==> src/rtl/bus_mux_reg_if.sv <==
// ---------------------------------------------------------------------------
// bus_mux_reg_if
// Groups the bus-side signals of the registered bus multiplexer so the
// multiplexer and whoever drives it share one bundle.
//
// Signals:
//   i_src_out       N        out-enables, bit i requests source i
//   i_bus_in        N*WIDTH  flattened sources, source i at [i*WIDTH +: WIDTH]
//   i_err_clr       1        synchronous clear of sticky flag and counter
//   o_bus_out       WIDTH    registered bus value
//   o_enc_out       SEL_W    registered winner index
//   o_bus_valid     1        an enable was set in the previous cycle
//   o_conflict      1        several enables were set in the previous cycle
//   o_conflict_sticky 1      latched conflict flag
//   o_conflict_cnt  CNT_W    saturating conflict counter
//   i_par_chk_in / o_bus_par exist only when BUS_MUX_PARITY_EN is defined
//
// Modports: master drives the sources and reads results, slave is the mux.
// ---------------------------------------------------------------------------
interface bus_mux_reg_if #(
    parameter int N     = 24,
    parameter int WIDTH = 32,
    parameter int SEL_W = 5,
    parameter int CNT_W = 8
);
    logic [N-1:0]       i_src_out;
    logic [N*WIDTH-1:0] i_bus_in;
    logic               i_err_clr;
    logic [WIDTH-1:0]   o_bus_out;
    logic [SEL_W-1:0]   o_enc_out;
    logic               o_bus_valid;
    logic               o_conflict;
    logic               o_conflict_sticky;
    logic [CNT_W-1:0]   o_conflict_cnt;
`ifdef BUS_MUX_PARITY_EN
    logic               i_par_chk_in;
    logic               o_bus_par;

    modport master (
        output i_src_out, i_bus_in, i_err_clr, i_par_chk_in,
        input  o_bus_out, o_enc_out, o_bus_valid, o_conflict,
               o_conflict_sticky, o_conflict_cnt, o_bus_par
    );

    modport slave (
        input  i_src_out, i_bus_in, i_err_clr, i_par_chk_in,
        output o_bus_out, o_enc_out, o_bus_valid, o_conflict,
               o_conflict_sticky, o_conflict_cnt, o_bus_par
    );
`else
    modport master (
        output i_src_out, i_bus_in, i_err_clr,
        input  o_bus_out, o_enc_out, o_bus_valid, o_conflict,
               o_conflict_sticky, o_conflict_cnt
    );

    modport slave (
        input  i_src_out, i_bus_in, i_err_clr,
        output o_bus_out, o_enc_out, o_bus_valid, o_conflict,
               o_conflict_sticky, o_conflict_cnt
    );
`endif
endinterface

==> src/rtl/bus_mux_reg.sv <==
// ---------------------------------------------------------------------------
// bus_mux_reg
// Registered N-source bus multiplexer with fixed priority (highest enabled
// index wins), selectable idle policy and multi-driver conflict detection
// with a sticky flag and a saturating counter. Every output comes from a
// flop, so there is no combinational input-to-output path.
//
// Ports:
//   clk   rising-edge clock
//   clr   asynchronous active-low reset, clears every output
//   bus   bus_mux_reg_if.slave bundle (enables, sources, err_clr, results)
//
// Optional feature macro: BUS_MUX_PARITY_EN
//   Adds o_bus_par (even parity of the next bus value) and i_par_chk_in;
//   a parity mismatch while bus_valid is high sets the sticky flag only.
// ---------------------------------------------------------------------------
module bus_mux_reg #(
    parameter int N           = 24,
    parameter int WIDTH       = 32,
    parameter int SEL_W       = 5,
    parameter int DEFAULT_IDX = 23,
    parameter int IDLE_MODE   = 0,
    parameter int CNT_W       = 8
) (
    input  logic         clk,
    input  logic         clr,
    bus_mux_reg_if.slave bus
);

    logic [SEL_W-1:0] w_winIdx;
    logic [WIDTH-1:0] w_winData;
    logic             w_any;
    logic             w_multi;
    logic [WIDTH-1:0] w_nextBus;
    logic [SEL_W-1:0] w_nextEnc;
    logic             w_parErr;
    logic             w_nextSticky;
    logic [CNT_W-1:0] w_nextCnt;

    logic [WIDTH-1:0] r_busOut;
    logic [SEL_W-1:0] r_encOut;
    logic             r_busValid;
    logic             r_conflict;
    logic             r_sticky;
    logic [CNT_W-1:0] r_cnt;
`ifdef BUS_MUX_PARITY_EN
    logic             r_busPar;
`endif

    // Priority encoder: scanning upward lets a higher enabled index overwrite
    // a lower one, so the last hit is the winner. Seeing a second hit marks
    // a multi-driver conflict.
    always_comb begin
        w_winIdx  = '0;
        w_winData = '0;
        w_any     = 1'b0;
        w_multi   = 1'b0;
        for (int i = 0; i < N; i++) begin
            if (bus.i_src_out[i]) begin
                if (w_any) begin
                    w_multi = 1'b1;
                end
                w_any     = 1'b1;
                w_winIdx  = SEL_W'(i);
                w_winData = bus.i_bus_in[i*WIDTH +: WIDTH];
            end
        end
    end

    // Next bus value and index: the winner when any enable is set, otherwise
    // the idle policy (default source, hold previous value, or zero).
    always_comb begin
        w_nextBus = r_busOut;
        w_nextEnc = r_encOut;
        if (w_any) begin
            w_nextBus = w_winData;
            w_nextEnc = w_winIdx;
        end else if (IDLE_MODE == 0) begin
            w_nextBus = bus.i_bus_in[DEFAULT_IDX*WIDTH +: WIDTH];
            w_nextEnc = SEL_W'(DEFAULT_IDX);
        end else if (IDLE_MODE == 2) begin
            w_nextBus = '0;
            w_nextEnc = '0;
        end
    end

    // Parity mismatch compares the checker input with what is currently on
    // the bus; without the parity option it can never fire.
    always_comb begin
`ifdef BUS_MUX_PARITY_EN
        w_parErr = r_busValid && (bus.i_par_chk_in != r_busPar);
`else
        w_parErr = 1'b0;
`endif
    end

    // Error bookkeeping: a new conflict (or parity error for the flag) beats
    // err_clr in the same cycle, so a clear-plus-conflict leaves a count of 1.
    // The counter stops at all-ones instead of wrapping.
    always_comb begin
        w_nextSticky = r_sticky;
        w_nextCnt    = r_cnt;
        if (bus.i_err_clr) begin
            w_nextSticky = 1'b0;
            w_nextCnt    = '0;
        end
        if (w_multi) begin
            w_nextSticky = 1'b1;
            if (bus.i_err_clr) begin
                w_nextCnt = CNT_W'(1);
            end else if (!(&r_cnt)) begin
                w_nextCnt = r_cnt + CNT_W'(1);
            end
        end
        if (w_parErr) begin
            w_nextSticky = 1'b1;
        end
    end

    // Output stage: everything is captured together so the outputs always
    // describe the same sampled cycle; reset clears all of it immediately.
    always_ff @(posedge clk or negedge clr) begin
        if (!clr) begin
            r_busOut   <= '0;
            r_encOut   <= '0;
            r_busValid <= 1'b0;
            r_conflict <= 1'b0;
            r_sticky   <= 1'b0;
            r_cnt      <= '0;
`ifdef BUS_MUX_PARITY_EN
            r_busPar   <= 1'b0;
`endif
        end else begin
            r_busOut   <= w_nextBus;
            r_encOut   <= w_nextEnc;
            r_busValid <= w_any;
            r_conflict <= w_multi;
            r_sticky   <= w_nextSticky;
            r_cnt      <= w_nextCnt;
`ifdef BUS_MUX_PARITY_EN
            r_busPar   <= ^w_nextBus;
`endif
        end
    end

    assign bus.o_bus_out         = r_busOut;
    assign bus.o_enc_out         = r_encOut;
    assign bus.o_bus_valid       = r_busValid;
    assign bus.o_conflict        = r_conflict;
    assign bus.o_conflict_sticky = r_sticky;
    assign bus.o_conflict_cnt    = r_cnt;
`ifdef BUS_MUX_PARITY_EN
    assign bus.o_bus_par         = r_busPar;
`endif

endmodule

==> src/flat_wrapper.sv <==
// flat-port wrapper written by rule: the top's interface ports become plain ports
module bus_mux_reg_flat 
#(
    parameter int N           = 24,
    parameter int WIDTH       = 32,
    parameter int SEL_W       = 5,
    parameter int DEFAULT_IDX = 23,
    parameter int IDLE_MODE   = 0,
    parameter int CNT_W       = 8
)
  (clk, clr, bus_i_src_out, bus_i_bus_in, bus_i_err_clr, bus_o_bus_out, bus_o_enc_out, bus_o_bus_valid, bus_o_conflict, bus_o_conflict_sticky, bus_o_conflict_cnt);
  bus_mux_reg_if #(.N(N), .WIDTH(WIDTH), .SEL_W(SEL_W), .CNT_W(CNT_W)) bus_i ();
  input  logic clk;
  input  logic clr;
  input wire logic [$bits(bus_i.i_src_out)-1:0] bus_i_src_out;
  input wire logic [$bits(bus_i.i_bus_in)-1:0] bus_i_bus_in;
  input wire logic [$bits(bus_i.i_err_clr)-1:0] bus_i_err_clr;
  output wire logic [$bits(bus_i.o_bus_out)-1:0] bus_o_bus_out;
  output wire logic [$bits(bus_i.o_enc_out)-1:0] bus_o_enc_out;
  output wire logic [$bits(bus_i.o_bus_valid)-1:0] bus_o_bus_valid;
  output wire logic [$bits(bus_i.o_conflict)-1:0] bus_o_conflict;
  output wire logic [$bits(bus_i.o_conflict_sticky)-1:0] bus_o_conflict_sticky;
  output wire logic [$bits(bus_i.o_conflict_cnt)-1:0] bus_o_conflict_cnt;
  assign bus_i.i_src_out = bus_i_src_out;
  assign bus_i.i_bus_in = bus_i_bus_in;
  assign bus_i.i_err_clr = bus_i_err_clr;
  assign bus_o_bus_out = bus_i.o_bus_out;
  assign bus_o_enc_out = bus_i.o_enc_out;
  assign bus_o_bus_valid = bus_i.o_bus_valid;
  assign bus_o_conflict = bus_i.o_conflict;
  assign bus_o_conflict_sticky = bus_i.o_conflict_sticky;
  assign bus_o_conflict_cnt = bus_i.o_conflict_cnt;
  bus_mux_reg #(.N(N), .WIDTH(WIDTH), .SEL_W(SEL_W), .DEFAULT_IDX(DEFAULT_IDX), .IDLE_MODE(IDLE_MODE), .CNT_W(CNT_W)) u_core (.clk(clk), .clr(clr), .bus(bus_i));
endmodule
==> config.mk <==
export PLATFORM = sky130hd
export DESIGN_NAME = bus_mux_reg_flat
export DESIGN_NICKNAME = d
export VERILOG_FILES = /design/src/rtl/bus_mux_reg_if.sv /design/src/rtl/bus_mux_reg.sv /design/src/flat_wrapper.sv
export SDC_FILE = /design/constraint.sdc
export NUM_CORES = 1
export LEC_CHECK = 0
export ABC_AREA = 1
export ABC_CLOCK_PERIOD_IN_PS = 2100
export CELL_PAD_IN_SITES_DETAIL_PLACEMENT = 1
export CELL_PAD_IN_SITES_GLOBAL_PLACEMENT = 1
export CORE_AREA = 2 2 330 332
export CTS_CLUSTER_SIZE = 8
export DETAILED_ROUTE_END_ITERATION = 8
export DIE_AREA = 0 0 332 334
export PLACE_DENSITY_LB_ADDON = 0.1
export SYNTH_ARGS = -nofsm -noshare
export SYNTH_HDL_FRONTEND = slang
export SYNTH_SLANG_ARGS = --single-unit
==> constraint.sdc <==
create_clock -name clk -period 2.1 [get_ports clk]
set_clock_uncertainty 0.2 [all_clocks]
set_input_delay 0.525 -clock clk [delete_from_list [all_inputs] [get_ports clk]]
set_output_delay 0.525 -clock clk [all_outputs]
set_load 0.005 [all_outputs]
**Word level (Yosys, flattened, before mapping)**

Cells that the tools add are included.

- Register bits: 48
- Input port bits: 795
- Output and inout bits: 48

- Add/subtract/negate cells: 1
- Mux-type cells: 125
- Reduce and logical (&&, ||, !) cells: 2

Operators with widths:

| operator | number |
|---|---|
| $mux W32 | 25 |
| $mux W1 | 73 |
| $mux W5 | 9 |
| $mux W4 | 8 |
| $mux W8 | 4 |
| $mux W3 | 4 |
| $add A8 B1 Y8 const B | 1 |
| $reduce_and A8 Y1 | 1 |
| $mux W2 | 2 |
| $reduce_bool A2 Y1 | 1 |

**Longest topological paths before layout**

Gate-level depths: netlist of run 1.

- Word-level depth: 48
- Depth in mapped cells: 21
- Depth with buffers taken out: 19

**Worst setup path before layout of run 1**

Ideal clock, no wire load.

- Kind: input-to-reg
- Start: input port bus_i_src_out[11]
- End: register u_core.r_cnt[0], in the netlist u_core.bus.o_conflict_cnt[0]
- Data arrival time: 2.116 ns
- Setup slack: -0.335 ns
- Stages: 13
- Path buffers: 1
- Path through: buf_2 nor2_2 inv_2 nor2_4 nand2_4 nor2_4 inv_2 nor2_2 o21ai_2 nor4_4 nand3_4 nand2_1 nand2_1

- Word-level cells in the longest chain between the ends: 26
- Elaborated cells on any way between the ends: 38
- Classes of those cells: 38 x mux

Ends and longest elaborated chain:

| item | line | text |
|---|---|---|
| start, declared | flat_wrapper.sv:15 | `input wire logic [$bits(bus_i.i_src_out)-1:0] bus_i_src_out;` |
| $mux W1 | bus_mux_reg.sv:59 | `if (bus.i_src_out[i]) begin` |
| $mux W1 | bus_mux_reg.sv:60 | `if (w_any) begin` |
| $mux W1 | bus_mux_reg.sv:59 |  |
| $mux W1 | bus_mux_reg.sv:60 |  |
| $mux W1 | bus_mux_reg.sv:59 |  |
| $mux W1 | bus_mux_reg.sv:60 |  |
| $mux W1 | bus_mux_reg.sv:59 |  |
| $mux W1 | bus_mux_reg.sv:60 |  |
| [12 not listed] | n/a |  |
| $mux W1 | bus_mux_reg.sv:59 |  |
| $mux W1 | bus_mux_reg.sv:60 |  |
| $mux W1 | bus_mux_reg.sv:59 |  |
| $mux W1 | bus_mux_reg.sv:60 |  |
| $mux W1 (*) | bus_mux_reg.sv:59 |  |
| via u_core.w_multi | bus_mux_reg.sv:33 | `logic w_multi;` |
| $mux W8 (*) | bus_mux_reg.sv:107 | `if (w_multi) begin` |
| via u_core.w_nextCnt[0] | bus_mux_reg.sv:38 | `logic [CNT_W-1:0] w_nextCnt;` |
| end signal, assigned | bus_mux_reg.sv:139 | `r_cnt <= w_nextCnt;` |
| end, declared | bus_mux_reg.sv:45 | `logic [CNT_W-1:0] r_cnt;` |

Mark *: on every way through the listed nets, which the timed path passes. The rest lies on a longest branch.
A chain may end at the register's enable or synchronous reset.

**Worst setup path after layout of run 1**

- Start: input port bus_i_src_out[1]
- End: register u_core.r_cnt[7], in the netlist u_core.bus.o_conflict_cnt[7]

- Word-level cells in the longest chain between the ends: 46
- Elaborated cells on any way between the ends: 68
- Classes of those cells: 68 x mux

Ends and longest elaborated chain:

| item | line |
|---|---|
| $mux W1 | bus_mux_reg.sv:59 |
| $mux W1 | bus_mux_reg.sv:60 |
| $mux W1 | bus_mux_reg.sv:59 |
| $mux W1 | bus_mux_reg.sv:60 |
| $mux W1 | bus_mux_reg.sv:59 |
| $mux W1 | bus_mux_reg.sv:60 |
| $mux W1 | bus_mux_reg.sv:59 |
| $mux W1 | bus_mux_reg.sv:60 |
| [32 not listed] | n/a |
| $mux W1 | bus_mux_reg.sv:59 |
| $mux W1 | bus_mux_reg.sv:60 |
| $mux W1 | bus_mux_reg.sv:59 |
| $mux W1 | bus_mux_reg.sv:60 |
| $mux W1 (*) | bus_mux_reg.sv:59 |
| via u_core.w_multi | bus_mux_reg.sv:33 |
| $mux W8 (*) | bus_mux_reg.sv:107 |
| via u_core.w_nextCnt[7] | bus_mux_reg.sv:38 |

Marked as above.

==> results of run 1 <==
[cell families (layout without fill, tap and decap cells)]
logic type,Yosys count,after routing
AOI/OAI and AO/OA,367,367
and+or+nand+nor,967,968
adders and majority gates,1,1
buffers and inverters,220,1302
other,0,38
xor gates and xnor gates,1,1
DFF,48,48
[metal layers]
layer | wire, µm | up-vias | global-route usage
li1 | - | 7772 | -
met1 | 48000 | 7955 | 0.238
met2 | 54600 | 449 | 0.324
met3 | 4510 | 99 | 0.0351
met4 | 2490 | 18 | 0.0685
met5 | 117 | - | 0
[state kept, by name, summed over array words and instances (netlist names)]
signal	flops
u_core.bus.o_conflict_cnt	8
u_core.bus.o_conflict	1
u_core.bus.o_enc_out	5
u_core.bus.o_conflict_sticky	1
u_core.bus.o_bus_out	32
u_core.bus.o_bus_valid	1
[where the power goes]
group | internal [W] | switching [W]
registers | 0.000991 | 0.0000374
clock network | 0.000572 | 0.000532
logic | 0.00263 | 0.00222
[metrics by stage]
step / cell area [µm²] / TNS (ns) / hold WS [ns] / total power [W] / worst slack, ns
2_1_floorplan: 8980 / -4.59 / 0.0294 / 0.00214 / -0.312
3_3_place_gp: 21100 / -62.77 / 0.322 / 0.00509 / -1.72
3_5_place_dp: 21100 / -63.67 / 0.337 / 0.00508 / -1.73
4_1_cts: 24000 / -11.90 / 0.372 / 0.00686 / -0.410
5_1_grt: 25200 / -13.20 / 0.415 / 0.00739 / -0.460
6_report: 25200 / -8.80 / 0.369 / 0.00698 / -0.333
[critical path: stages]
cell and delay, ns:
sky130_fd_sc_hd__buf_8 0.10, sky130_fd_sc_hd__buf_6 0.11, sky130_fd_sc_hd__buf_6 0.11, sky130_fd_sc_hd__nor2_4 0.11, sky130_fd_sc_hd__buf_6 0.12, sky130_fd_sc_hd__nand2_4 0.05
sky130_fd_sc_hd__nor2_4 0.11, sky130_fd_sc_hd__buf_4 0.12, sky130_fd_sc_hd__nand2_2 0.05, sky130_fd_sc_hd__nand2_1 0.06, sky130_fd_sc_hd__nand4_1 0.10, sky130_fd_sc_hd__buf_6 0.15
sky130_fd_sc_hd__nor4_4 0.27, sky130_fd_sc_hd__buf_6 0.18, sky130_fd_sc_hd__nand3_4 0.13, sky130_fd_sc_hd__nand2_2 0.09, sky130_fd_sc_hd__nand2_1 0.05
[Yosys cell counts, types with 3 or more instances]
library cell	n	area, µm²
sky130_fd_sc_hd__nand3_1	57	285
sky130_fd_sc_hd__nand2_2	3	18.8
sky130_fd_sc_hd__buf_2	16	80.1
sky130_fd_sc_hd__nor2_2	5	31.3
sky130_fd_sc_hd__clkbuf_1	100	375
sky130_fd_sc_hd__o21ai_0	28	140
sky130_fd_sc_hd__a211oi_1	17	128
sky130_fd_sc_hd__clkinv_1	5	18.8
sky130_fd_sc_hd__nand2_1	664	2490
sky130_fd_sc_hd__inv_2	10	37.5
sky130_fd_sc_hd__o22ai_1	14	87.6
sky130_fd_sc_hd__nor2_4	5	56.3
sky130_fd_sc_hd__a221oi_1	122	1070
sky130_fd_sc_hd__buf_1	8	30.0
sky130_fd_sc_hd__o221a_2	72	811
sky130_fd_sc_hd__dfrtp_1	48	1200
sky130_fd_sc_hd__nor2_1	207	777
sky130_fd_sc_hd__o21ai_1	7	35.0
sky130_fd_sc_hd__o221a_1	16	180
sky130_fd_sc_hd__nand4_1	15	93.8
sky130_fd_sc_hd__a21oi_1	81	405
sky130_fd_sc_hd__inv_1	79	297
sky130_fd_sc_hd__nor3_1	4	20.0
sky130_fd_sc_hd__a31oi_1	6	37.5
[timing repair]
| item | in CTS | in global routing |
|---|---|---|
| resized for setup | 612 | 272 |
| hold buffers | 1 | 0 |
| cloned | 8 | 3 |
| hold endpoints to repair | 4 | 0 |
| pin swaps | 197 | 248 |
| endpoints found under the setup margin | 49 | 47 |
| buffers inserted | 58 | 14 |
[worst min-delay path by stage]
stage | start | endpoint | slack, ns | depth (start not counted)
2_1_floorplan | clr | u_core.bus.o_bus_out[0]$_DFF_PN0_ | 0.03 | 0
3_3_place_gp | u_core.bus.o_conflict_sticky$_DFFE_PN0P_ | u_core.bus.o_conflict_sticky$_DFFE_PN0P_ | 0.32 | 2
3_5_place_dp | u_core.bus.o_conflict_sticky$_DFFE_PN0P_ | u_core.bus.o_conflict_sticky$_DFFE_PN0P_ | 0.34 | 2
4_1_cts | u_core.bus.o_conflict_sticky$_DFFE_PN0P_ | u_core.bus.o_conflict_sticky$_DFFE_PN0P_ | 0.37 | 2
5_1_grt | u_core.bus.o_conflict_sticky$_DFFE_PN0P_ | u_core.bus.o_conflict_sticky$_DFFE_PN0P_ | 0.42 | 2
6_report | u_core.bus.o_conflict_sticky$_DFFE_PN0P_ | u_core.bus.o_conflict_sticky$_DFFE_PN0P_ | 0.37 | 2
[final cells by class]
| class | count | area share |
|---|---|---|
| sequential | 48 | 0.0478 |
| timing repair buffer | 1200 | 0.476 |
| antenna | 38 | 0.00378 |
| inverter | 94 | 0.0157 |
| clock buffer | 5 | 0.00497 |
| tap | 1414 | 0.0703 |
| multi-input combinational | 1337 | 0.379 |
| clock inverter | 3 | 0.00184 |
==> results list, run 1 <==
- First-pass iteration count of the detailed router: 5
* Number of cells after detailed placement: 4028
- Final Hold Viols: 0
- Leaving out fill and tap cells, the most frequent cells in the layout are sky130_fd_sc_hd__clkdlybuf4s50_1, sky130_fd_sc_hd__nand2_1, sky130_fd_sc_hd__buf_4.
* Startpoint of the most critical setup path: bus_i_src_out[1]
* TritonCTS buffer count: 5
* Post-DP HPWL: 95.5 mm
- Post-synthesis share of cell area spent on xor and xnor gates: 0.000986
* Ys Warns: 0
* Power per cell area: 277 nW/µm²
* Area used by sequential logic in the layout: approximately 1200 µm²
* Combinational family with the most area after synthesis: simple AND/OR/NAND/NOR gates
* Post-DRT Antenna Nets: 0
- Of the cells placed in the final design, the portion with a size suffix greater than 1 is 0.357.
- Core Region: 108000 µm²
- Unique cell type count in the Yosys netlist: 39
- Of all nets on the critical path, the largest fanout is 5.
* Width of the die: 332 µm
- Ports: 843
- The via count of the first global-routing pass came to 18500.
* Crit share post-route: 1.16
- TritonCTS built the clock tree.
- In this run the critical register-to-register path is captured at u_core.bus.o_conflict_cnt[1]$_DFF_PN0_.
* Crit path to: u_core.bus.o_conflict_cnt[7]$_DFF_PN0_
- H-tree Lvls: 2
- Highest clock frequency the design can meet: 411 MHz
* Arrival time reported for the critical path endpoint: 2.47 ns
- Multi-input gate area in the final layout: approximately 9500 µm²
- The number of cells on the worst reg-to-reg path is 7.
- Residual DRC: 0
- Remaining global-route overflow: 0
* Max Slew Vio Count: 0
- In this run, the number of DRC markers left after iteration 0 of detailed routing was between 700 and 800.
- Time the worst path needs with I/O delays and setup: 2.43 ns
* Worst Tran Pin Value: 0.554 ns
- In the synthesized netlist, the number of instances is 1604.
* Number of placement rows: between 100 and 150
- From synthesis to final layout, the design area changed by 183%.
- Non-filler cells in the finished layout: 4139
- Leaving out fill and tap cells, the most frequent cell in the layout is sky130_fd_sc_hd__clkdlybuf4s50_1.
- Post-synthesis adder-cell area fraction: 0.00141
- Die Span Y: around 330 µm
* Detailed-route wire length per cell: 26.5 µm
- Number of I/O port buffers: 842
- CTS Root Cell: sky130_fd_sc_hd__clkbuf_16
* Leakage Power: 10.1 nW
* Outcome: finished, violations left
* Fraction of synthesis flops using an asynchronous set or reset pin: 1.00
- Post-synthesis sequential element count: 48
- Number of antenna violations at the first check in global routing: 48
* Worst VDD drop: 0.308 mV
- The first global-routing pass estimated 147 mm of wire.
* Wire length reported by the detailed router: 110 mm
* Post-synthesis compound-gate area fraction: 0.329
* Total nets after synthesis: 2400
- After synthesis, the mean cell area works out to 5.54 µm².
- Setup violations remaining at the end of the flow were counted as 42.
- Share of the core filled with cells: 0.233
* Largest net degree at the start of global routing: 49
- The worst hold path belongs to the class flip-flop to flip-flop.
* Max-cap violation count: 0
- Vias per Instance: about 3.9
- The worst pin sits at a relative slew slack of 0.631.
- The clock passes through at most 2 buffers.
- Yosys mapped a number of flops with a built-in enable equal to 0.
- The worst setup path is captured at a flip-flop.
- Start-to-end type of the worst setup path: input pin to flip-flop
* Slack of the worst reg-to-reg path: 0.01 ns
- Summing over every cut layer, the via total after detailed routing is 16300.
- Failing checks: setup timing
* Basic-gate share of the synthesized area counting and, or, nand and nor cells: 0.436
- The floorplan step defined a die boundary enclosing ~110000 µm².
* Sinks on the clock net: 48
- For the worst setup path, the data required time is between 2 and 2.5 ns.
* R2r startpoint: u_core.bus.o_conflict_cnt[1]$_DFF_PN0_
- Fillcell total: 12900
* Clock transition at the register clock pins on the worst setup and hold paths after CTS: 0.09 ns
* Starting Density: 0.0824
* Clock network latency to the later pin of the worst-skew pair: 0.34 ns
- Sort of element at the start of the critical path: input pin
- Summing every instance area after synthesis gives 8880 µm².
* Share of synthesized area spent on multiplexers: 0
* Main flop type after synthesis: sky130_fd_sc_hd__dfrtp_1
- Total track usage: 0.190
- Gp weighted congestion: 0.880
- Across all setup checks in the final design, the least slack found is -0.333 ns.
* Final nets: around 3500
- Setup repair after global routing could not meet its margin everywhere.
* Sequential-to-total area share from yosys stat: 0.135
(Power assumes the default switching activity.)
==> run 2: changes to the inputs <==
- ABC_CLOCK_PERIOD_IN_PS: 2100 -> 2270
- clock period: 2.1 -> 2.27 ns (I/O delays scaled with it)
==> run 2 against run 1 <==
Against the previous run:
- the flow still finishes with violations (setup timing)
- register-to-register slack better by 0.20 ns
- via count down 1.3%
- critical path type unchanged
- combinational power down 10%
- sequential share of layout area up 0.12 points
- setup slack better by 0.14 ns
- final area down 2.7%
- power down 9.8%
==> results list, run 2 (synthesis gave the netlist of run 1 again) <==
* Outcome: finished, violations left
- The checks that failed: setup timing.
- The count of buffers from port buffering is 842 (unchanged).
- Fillcell total: 12800 (-0.086%)
- The routed length on met2 is 53.9 mm (-1.3%).
- Setup repair after global routing could not meet its margin everywhere.
* First-pass iteration count of the detailed router: 5 (unchanged)
* Number of antenna violations at the first check in global routing: 38 (-21%)
* Final nets: 3462 (-0.57%)
- Residual DRC: 0 (unchanged)
- The first-pass GRT wire length came to 146 mm (-0.83%).
- The total grt overflow is 0 (unchanged).
- The transition time at the pin with the least slew margin was 0.515 ns (-0.0394 ns).
- The number of I/O pins was 843 (unchanged).
- Start-to-end type of the worst setup path: input pin to flip-flop
- TNS Setup: -3.43 ns (+5.37 ns)
- The worst setup path is launched from an input pin.
- The post-layout instance area came to 24500 µm² (-2.7%).
- Wire length reported by the detailed router: 109 mm (-0.46%)
- Die area: 111000 µm² (unchanged)
- Number of flip-flops under the largest register name: 32 (unchanged)
- Compared with the post-synthesis result, the final layout area differs by 176%.
* Max Slew Vio Count: 0 (unchanged)
- The count of max-cap constraint violations is 0 (unchanged).
- The detail-routed net length per standard cell was 26.6 µm (+0.24%).
- Leaving out fill and tap cells, the most frequent cells in the layout are sky130_fd_sc_hd__clkdlybuf4s50_1, sky130_fd_sc_hd__nand2_1, sky130_fd_sc_hd__buf_4.
- Total track usage: 0.189 (-0.00166)
- The length of routed wiring on met1 was 48.4 mm (+0.65%).
- The number of buffers between clock root and the deepest sink is 2 (unchanged).
- The tightest min-delay check is of the input pin to async pin type.
- The total number of vias was 16100 (-1.3%).
* Die Span Y: 334 µm (unchanged)
- Vias per Instance: 3.91 (-0.59%)
- H-tree Lvls: 2 (unchanged)
- The worst-case vdd ir drop came to 0.264 mV (-14%).
* Maximum fanout along the worst path: 5 (unchanged)
- The smallest setup slack after layout was -0.198 ns (+0.135 ns).
* Worst-path cell chain: buf_8, buf_8, nor2_8, buf_8, nand2_4, nor2_4, nand2_4, nor2_4, nand2_4, o21ai_2, nand2_2, nor4_4, buf_6, nand3_4, nand2_2, nand2_1
* Vias in the first global route: 18000 (-2.9%)
* Multi-input gate area in the final layout: 8970 µm² (-6.0%)
* Number of placement rows: 121 (unchanged)
- The number of CTS-inserted buffers came to 5 (unchanged).
- Leakage Power: 9.90 nW (-1.6%)
- Total setup violations reported at the end of the flow: 41 (-2.4%)
* Share of layout cells above drive strength 1: 0.323 (-0.0337)
* Sinks on the clock net: 48 (unchanged)
- The post-CTS clock slew at the launch and capture registers of the worst setup and hold paths came to 0.09 ns (about the same).
- Stage delay of the slowest cell on the critical path: 0.29 ns (+0.02 ns)
* Most common cell after layout, fill and taps aside: sky130_fd_sc_hd__clkdlybuf4s50_1
- The cell area reported after detailed placement was 20900 µm² (-0.70%).
- Number of buffers and inverters on the critical path: 4 (-3)
* CTS Root Cell: sky130_fd_sc_hd__clkbuf_16
- The combined flip-flop and latch cell area was 1200 µm² (-0.21%).
* Crit-path slowest cell: sky130_fd_sc_hd__nor4_4
- Total length of routed met3 wires: 4.71 mm (+4.4%)
* Largest net degree at the start of global routing: 49 (unchanged)
* Number of cells after detailed placement: 4008 (-0.50%)
* Share of the core filled with cells: 0.227 (-0.00625)
- Uppermost layer routed: met5
- Timing would allow up to 405 MHz.
* Width of the die: 332 µm (unchanged)
- The kind of cell with the highest combined delay along the critical path is simple AND/OR/NAND/NOR gates.
* Gp weighted congestion: 0.922 (+4.8%)
* Clock network latency to the later pin of the worst-skew pair: 0.33 ns (about the same)
- Post-DRT Antenna Nets: 0 (unchanged)
- The post-DP HPWL was 94.8 mm (-0.75%).
- The power density relative to cell area is 257 nW/µm² (-7.3%).
- The number of standard cells in the layout, taps in and fillers out is 4110 (-0.70%).
- Number of buffers inserted for hold repair after clock tree synthesis: 0 (-1)
* CP Data Required Time: 2.30 ns (+0.16 ns)
- Core Region: 108000 µm² (unchanged)
* CTS tree: yes
- Arrival time reported for the critical path endpoint: 2.50 ns (+0.03 ns)
- Starting Density: 0.0824 (unchanged)
- STA classifies the critical path endpoint as a flip-flop.
- The violation count after the first detailed-route iteration was 606 (-14%).
- Dividing the final minimum period by the clock period gives 1.09.
- Final Hold Viols: 0 (unchanged)
- Counting I/O delays and the setup requirement, the final critical path takes around 2.5 ns.
* Worst slew slack as a fraction of its limit: 0.657 (+0.0263)
run 2: changes by cell type in the layout (fill, tap and decap cells not counted), sizes merged, moves of 2 or more:
| cell | previous run | this run |
|---|---|---|
| bufbuf | 0 | 4 |
| clkinvlp | 4 | 2 |
| clkdlybuf4s50 | 799 | 804 |
| buf | 370 | 344 |
| dlygate4sd2 | 17 | 13 |
| inv | 87 | 89 |
| diode | 38 | 29 |
run 2: timing repair:
| item | in CTS | in global routing |
|---|---|---|
| buffers inserted | 48 | 19 |
| gates resized for setup | 528 | 216 |
| pin swaps | 160 | 181 |
| cloned | 5 | 5 |
| endpoints found under the setup margin | 48 | 44 |
run 2: final cells by class:
cell class / instances / share of cell area
multi-input combinational: 1337 / 0.366
clock buffer: 5 / 0.00511
antenna: 29 / 0.00296
tap: 1414 / 0.0723
timing repair buffer: 1180 / 0.487
inverter: 94 / 0.0157
sequential: 48 / 0.0491
clock inverter: 3 / 0.00189
run 2: worst paths after layout:
path | to | start | slack (ns) | depth (start not counted)
hold / removal | u_core.bus.o_bus_out[23]$_DFF_PN0_ | clr | 0.03 | 2
max in group asynchronous | u_core.bus.o_bus_out[22]$_DFF_PN0_ | clr | 1.50 | 2
setup / recovery | u_core.bus.o_conflict_cnt[6]$_DFF_PN0_ | bus_i_src_out[2] | -0.20 | 16
hold reg to reg | u_core.bus.o_conflict_sticky$_DFFE_PN0P_ | u_core.bus.o_conflict_sticky$_DFFE_PN0P_ | 0.33 | 2
setup reg to reg | u_core.bus.o_conflict_cnt[7]$_DFF_PN0_ | u_core.bus.o_conflict_cnt[2]$_DFF_PN0_ | 0.21 | 9
min in group clk | u_core.bus.o_conflict_sticky$_DFFE_PN0P_ | u_core.bus.o_conflict_sticky$_DFFE_PN0P_ | 0.33 | 2
run 2: metal layers:
metal	vias to the layer above	global-route usage
li1	7711	-
met1	7834	0.238
met2	450	0.327
met3	79	0.0353
met4	10	0.0493
met5	-	0
run 2: worst register-to-register path, delay by kind of cell, from the launching register on:
| kind | cells | cell delay, ns |
|---|---|---|
| AO/OA/AOI/OAI | 2 | 0.25 |
| AND/OR/NAND/NOR | 4 | 0.78 |
| buffers and inverters | 3 | 0.29 |
| flip-flops | 1 | 0.44 |
run 2: power by group:
part	switching, W	internal, W	total [W]	leakage [nW]
Clock	0.000475	0.000529	0.00100	0.0806
Sequential	0.0000274	0.000916	0.000944	0.565
Combinational	0.00196	0.00239	0.00435	9.25
run 2: through the flow:
step | setup WS, ns | hold WS [ns] | power (W)
4_1_cts | -0.237 | 0.0352 | 0.00620
6_report | -0.198 | 0.0279 | 0.00629
2_1_floorplan | -0.185 | 0.0719 | 0.00196
3_3_place_gp | -1.48 | 0.321 | 0.00467
3_5_place_dp | -1.48 | 0.308 | 0.00467
5_1_grt | -0.270 | 0.0409 | 0.00669
==> run 3: changes to the inputs <==
- SLEW_MARGIN: not set -> 5
==> results of run 3 <==
Same layout as run 2: the final DEF is identical, and so are final timing and power.
